File: config.mk
export PLATFORM = sky130hd
export DESIGN_NAME = cpu_control_unit
export DESIGN_NICKNAME = d
export VERILOG_FILES = /design/src/rtl/cpu_control_unit.sv
export SDC_FILE = /design/constraint.sdc
export NUM_CORES = 1
export LEC_CHECK = 0
export ABC_CLOCK_PERIOD_IN_PS = 5450
export CORE_ASPECT_RATIO = 0.75
export CORE_UTILIZATION = 44
export DETAILED_ROUTE_END_ITERATION = 8
export PLACE_DENSITY_LB_ADDON = 0.3
export SETUP_SLACK_MARGIN = 0.15
export SLEW_MARGIN = 20
export SYNTH_ARGS = -nofsm -noshare
export SYNTH_HDL_FRONTEND = slang
export SYNTH_SLANG_ARGS = --single-unit
File: constraint.sdc
create_clock -name clk -period 5.45 [get_ports clk]
set_input_delay 0.545 -clock clk [delete_from_list [all_inputs] [get_ports clk]]
set_output_delay 0.545 -clock clk [all_outputs]
set_load 0.1 [all_outputs]
File: src/rtl/cpu_control_unit.sv
// Fetch/decode/execute sequencer for the accumulator CPU; owns PC, IR, MBR, AC.
// Define CPU_ILLEGAL_TRAP_EN to trap undefined opcodes into HALTED with illegal set.
module cpu_control_unit #(
  parameter int                    ADDR_WIDTH = 28,
  parameter int                    DATA_WIDTH = 32,
  parameter logic [ADDR_WIDTH-1:0] PC_RESET   = 'h100
) (
  input  logic                  clk,
  input  logic                  rst,
  input  logic                  start,
  output logic [ADDR_WIDTH-1:0] mem_addr,
  output logic                  mem_cs,
  output logic                  mem_we,
  output logic                  mem_oe,
  output logic [DATA_WIDTH-1:0] mem_wdata,
  input  logic [DATA_WIDTH-1:0] mem_rdata,
  output logic [31:0]           alu_a,
  output logic [31:0]           alu_b,
  output logic [2:0]            alu_sel,
  input  logic [31:0]           alu_out,
  output logic                  busy,
  output logic                  halted,
  output logic                  illegal,
  output logic [ADDR_WIDTH-1:0] pc_dbg,
  output logic [31:0]           ac_dbg,
  output logic [31:0]           ir_dbg
);

  typedef enum logic [3:0] {
    S_IDLE, S_F0, S_F1, S_F2, S_DEC, S_M0, S_M1, S_M2,
    S_A0, S_A1, S_WB, S_S0, S_S1, S_EX, S_HALT
  } state_e;

  localparam logic [3:0] OP_ADD = 4'b0000, OP_HLT = 4'b0001, OP_LD  = 4'b0010,
                         OP_ST  = 4'b0011, OP_CLR = 4'b0100, OP_SKP = 4'b0101,
                         OP_JMP = 4'b0110, OP_SUB = 4'b0111, OP_AND = 4'b1000,
                         OP_OR  = 4'b1001, OP_NOT = 4'b1010;

  state_e                state_q, state_d;
  logic [ADDR_WIDTH-1:0] pc_q, pc_d;
  logic [DATA_WIDTH-1:0] ir_q, ir_d, mbr_q, mbr_d, ac_q, ac_d;
  logic [31:0]           alu_a_q, alu_a_d, alu_b_q, alu_b_d;
  logic [2:0]            alu_sel_q, alu_sel_d;
  logic                  illegal_q, illegal_d;
  logic                  undef;

  logic                  imm;
  logic [3:0]            op;
  logic [26:0]           opnd;
  logic                  is_alu;
  logic                  skip;

  assign imm    = ir_q[31];
  assign op     = ir_q[30:27];
  assign opnd   = ir_q[26:0];
  assign is_alu = (op == OP_ADD) || (op == OP_SUB) || (op == OP_AND) || (op == OP_OR);

  // IR[11:10]: 01 zero, 00 negative, 10 positive, 11 never
  always_comb begin
    unique case (ir_q[11:10])
      2'b01:   skip = (ac_q == '0);
      2'b00:   skip = ac_q[DATA_WIDTH-1];
      2'b10:   skip = !ac_q[DATA_WIDTH-1] && (ac_q != '0);
      default: skip = 1'b0;
    endcase
  end

  function automatic logic [2:0] sel_of(input logic [3:0] o);
    case (o)
      OP_SUB:  return 3'b010;
      OP_AND:  return 3'b000;
      OP_OR:   return 3'b100;
      default: return 3'b001;
    endcase
  endfunction

  always_comb begin
    state_d   = state_q;
    pc_d      = pc_q;
    ir_d      = ir_q;
    mbr_d     = mbr_q;
    ac_d      = ac_q;
    alu_a_d   = alu_a_q;
    alu_b_d   = alu_b_q;
    alu_sel_d = alu_sel_q;
    illegal_d = illegal_q;
    undef     = 1'b0;
    mem_addr  = '0;
    mem_cs    = 1'b0;
    mem_we    = 1'b0;
    mem_oe    = 1'b0;
    mem_wdata = '0;
    case (state_q)
      S_IDLE: if (start) begin
        pc_d    = PC_RESET;
        state_d = S_F0;
      end
      S_F0, S_F1: begin
        mem_addr = pc_q;
        mem_cs   = 1'b1;
        mem_oe   = 1'b1;
        state_d  = (state_q == S_F0) ? S_F1 : S_F2;
      end
      S_F2: begin
        ir_d    = mem_rdata;
        state_d = S_DEC;
      end
      S_DEC: begin
        pc_d = pc_q + ADDR_WIDTH'(2);
        if (imm) begin
          if (is_alu) state_d = S_A0;
          else        undef   = 1'b1;
        end else begin
          case (op)
            OP_ADD, OP_SUB, OP_AND, OP_OR, OP_LD: state_d = S_M0;
            OP_ST:                                state_d = S_S0;
            OP_HLT:                               state_d = S_HALT;
            OP_CLR, OP_NOT, OP_JMP, OP_SKP:       state_d = S_EX;
            default:                              undef   = 1'b1;
          endcase
        end
        if (undef) begin
`ifdef CPU_ILLEGAL_TRAP_EN
          illegal_d = 1'b1;
          state_d   = S_HALT;
`else
          state_d   = S_EX;
`endif
        end
      end
      S_M0, S_M1: begin
        mem_addr = ADDR_WIDTH'(opnd);
        mem_cs   = 1'b1;
        mem_oe   = 1'b1;
        state_d  = (state_q == S_M0) ? S_M1 : S_M2;
      end
      S_M2: begin
        mbr_d   = mem_rdata;
        state_d = (op == OP_LD) ? S_WB : S_A0;
      end
      // Operands are presented combinationally here and held afterwards.
      S_A0: begin
        alu_a_d   = ac_q;
        alu_b_d   = imm ? 32'(opnd) : mbr_q;
        alu_sel_d = sel_of(op);
        state_d   = S_A1;
      end
      S_A1: begin
        ac_d    = alu_out;
        state_d = S_F0;
      end
      S_WB: begin
        ac_d    = mbr_q;
        state_d = S_F0;
      end
      S_S0: begin
        mbr_d   = ac_q;
        state_d = S_S1;
      end
      S_S1: begin
        mem_addr  = ADDR_WIDTH'(opnd);
        mem_wdata = mbr_q;
        mem_cs    = 1'b1;
        mem_we    = 1'b1;
        state_d   = S_F0;
      end
      S_EX: begin
        if (!imm) begin
          case (op)
            OP_CLR:  ac_d = '0;
            OP_NOT:  ac_d = ~ac_q;
            OP_JMP:  pc_d = ADDR_WIDTH'(opnd);
            OP_SKP:  if (skip) pc_d = pc_q + ADDR_WIDTH'(2);
            default: ;
          endcase
        end
        state_d = S_F0;
      end
      S_HALT:  state_d = S_HALT;
      default: state_d = S_IDLE;
    endcase
  end

  always_ff @(posedge clk or posedge rst) begin
    if (rst) begin
      state_q   <= S_IDLE;
      pc_q      <= PC_RESET;
      ir_q      <= '0;
      mbr_q     <= '0;
      ac_q      <= '0;
      alu_a_q   <= '0;
      alu_b_q   <= '0;
      alu_sel_q <= '0;
      illegal_q <= 1'b0;
    end else begin
      state_q   <= state_d;
      pc_q      <= pc_d;
      ir_q      <= ir_d;
      mbr_q     <= mbr_d;
      ac_q      <= ac_d;
      alu_a_q   <= alu_a_d;
      alu_b_q   <= alu_b_d;
      alu_sel_q <= alu_sel_d;
      illegal_q <= illegal_d;
    end
  end

  assign alu_a   = alu_a_d;
  assign alu_b   = alu_b_d;
  assign alu_sel = alu_sel_d;
  assign busy    = (state_q != S_IDLE) && (state_q != S_HALT);
  assign halted  = (state_q == S_HALT);
  assign illegal = illegal_q;
  assign pc_dbg  = pc_q;
  assign ac_dbg  = ac_q;
  assign ir_dbg  = ir_q;

endmodule

==> results.toml <==
[status]
status = "finished, final reports clean"

[grt]
grt_pass1_wl_mm = 54.3
grt_start_max_net_pins = 196
grt_pass1_vias = 9065
grtUsageTotal = 0.300
antenna_found_initial = 5
overflow = 0

[clock_tree]
clkTransAtPathRegs_ns = 0.07
clk_latency_ns = 0.44
cts_buffers = 17
clockBufferDepth = 2
cts_hold_buf = 0
cts_tree = "done"
root_buffer = "clkbuf_16"
postCtsSetupBuffers = 0
cts_resized = 0
cts.sinks = 195
htreeDepth = 4

[finish]
design_area_sq_mm = 0.0140
drive_above_1_share = 0.104
fillers = 1842
fin_nets = 1368
area.growth.synth_to_final_pct = 36.6

[die]
die_h_um = 134
fp.dieW_um = 178
rows = 47
dieArea_sq_mm = 0.0239
core-area_sq_mm = 0.0224
io_pins = 292
initial_core_util = 0.457

[sta]
tightest_slew_ns = 1.07
setup_tns_ns = 0
slew-limit-headroom = 0.287
slew_viol_final = 0
rsz0062_at_grt = "no"
period_needed_ns = 4.54
skew_ns = 0.0148
finalCritPeriodShare = 0.833
hold_viol_final = 0
setup_violations = 0
clock.fmax_ghz = 0.220

[drt]
via_count = 9592
wire_per_inst_um = 22.2
wl_mm = 35.7
route.detailed.drc = 0
viasPerCell = 5.97
drtIter0Drc = 956
antenna_left = 0
firstDrtPassIters = 5

[synthesis]
synth.area.top_cells = "dfrtp_1 (47%), mux2_2 (6.9%), nand2_1 (5.9%), mux2i_1 (5.7%), a221o_1 (3.4%)"
ys_types = 67
synthFlopType = "dfrtp_1"
yosys-top-cells-count = "dfrtp_1 (194), nand2_1 (162), nor2_1 (92)"
syn-num-nets = 1125
yosysTopAreaCell = "dfrtp_1"
ys_async_sr_fraction = 1.00
netlist_instances = 1057
yosys.area.top_type_share = 0.475
mappedNetlistArea_sq_mm = 0.0102
synth_seq_area_share = 0.477
synth_edf_count = 0
ys.warnings.count = 0
synth-seq-cells = 195
yosysMostFrequentCell = "dfrtp_1"
syn_avg_cell_area_sq_um = 9.68

[critical_path]
cp_cell_sequence = "nor2b_1 > nand2_4 > o31ai_1 > clkdlybuf4s50_1"
crit_type = "reg2out"
cp_slowest_stage_delay_ns = 1.22
cp.required_ns = 4.91
endpoint_kind = "output pin"
critPathMaxFanout = 97
startpoint_type = "register"
cp_slowest_cell = "clkdlybuf4s50_1"
arrival_ns = 3.99

[worst_hold_path]
min_path_type = "reg2reg"

[place]
dp_hpwl_mm = 24.4
gp_congestion = 0.891
port_buffers = 290
dpl_cell_area_sq_mm = 0.0133

[run]
maxCapViolCount = 0
==> worst max-delay path: cells and delay by family, from the launching register on <==
family | cells | cell delay [ns]
compound gates | 1 | 0.62
buf+inv | 1 | 1.22
flops | 1 | 0.77
simple gates | 2 | 0.91
==> stage by stage <==
stage               cells  hold slack (ns)  utilization  setup slack [ns]
floorplan            1057            0.573            -             0.381
global placement     1572            0.450        0.594              1.48
detailed placement   1572            0.457        0.594              1.36
CTS                  1603            0.475        0.620             0.882
global route         1607            0.493        0.623             0.706
finish               1608            0.471        0.624             0.911
==> sequential cells by signal, indices dropped and copies added (netlist names) <==
| name | cells |
|---|---|
| ac_dbg | 32 |
| alu_a_q | 32 |
| alu_b_q | 32 |
| alu_sel_q | 3 |
| ir_dbg | 32 |
| mbr_q | 32 |
| pc_dbg | 28 |
| state_q | 4 |
==> layout make-up <==
cell class / instances / area, sq um / area share
tap: 294 / 368 / 0.0263
inverter: 20 / 78.8 / 0.00564
sequential: 195 / 4880 / 0.349
timing repair buffer: 309 / 3110 / 0.223
multi-input combinational: 757 / 4960 / 0.355
antenna: 2 / 5.00 / 0.000358
clock inverter: 13 / 136 / 0.00976
clock buffer: 18 / 429 / 0.0307
==> layer usage <==
layer / up-vias / wire length, um / GRT usage
li1: 4319 / - / -
met1: 4758 / 15800 / 0.426
met2: 477 / 15900 / 0.458
met3: 34 / 3580 / 0.0794
met4: 4 / 367 / 0.0670
met5: - / 26 / 0
==> layout by cell type (no fill, tap or decap), types with 6 or more instances in the layout <==
cell,synthesis,final
clkdlybuf4s50_1,0,290
dfrtp_1,194,193
nand2_1,162,161
nor2_1,92,87
mux2_2,63,63
mux2i_1,58,58
o21ai_0,53,53
a21oi_1,48,47
a221o_1,35,35
and2_1,35,35
a22o_1,33,33
inv_1,20,19
o41ai_1,19,19
clkbuf_16,0,17
buf_4,1,15
nand3_1,13,12
nor3_1,14,12
o31ai_1,11,11
nor4_1,9,9
nand4_1,8,8
nand2b_1,7,7
a32oi_1,7,7
and3_1,6,6
o21ai_1,6,6
o22ai_1,6,6
==> logic make-up after synthesis <==
family / synth area share
other: 0.000367
AND/OR/NAND/NOR: 0.173
multiplexers: 0.126
buffers and inverters: 0.0428
flip-flops: 0.477
XOR/XNOR: 0.00171
adder cells (fa/ha/maj): 0.00122
AO/OA/AOI/OAI: 0.178
==> final timing paths <==
check                      slack (ns)     endpoint   startpoint  depth (start not counted)
min                              0.47  alu_a_q[12]  alu_a_q[12]                          2
min in group asynchronous        0.64   alu_a_q[4]          rst                          3
max reg2reg                      2.26    pc_dbg[2]    ac_dbg[0]                          6
max in group asynchronous        3.92   ir_dbg[15]          rst                          4
max                              0.91   alu_sel[1]   state_q[3]                          4
min reg2reg                      0.47  alu_a_q[12]  alu_a_q[12]                          2
Power is left out: the tool's default activity adds up to more than one toggle a clock period on the data nets, which glitch-free logic cannot reach.
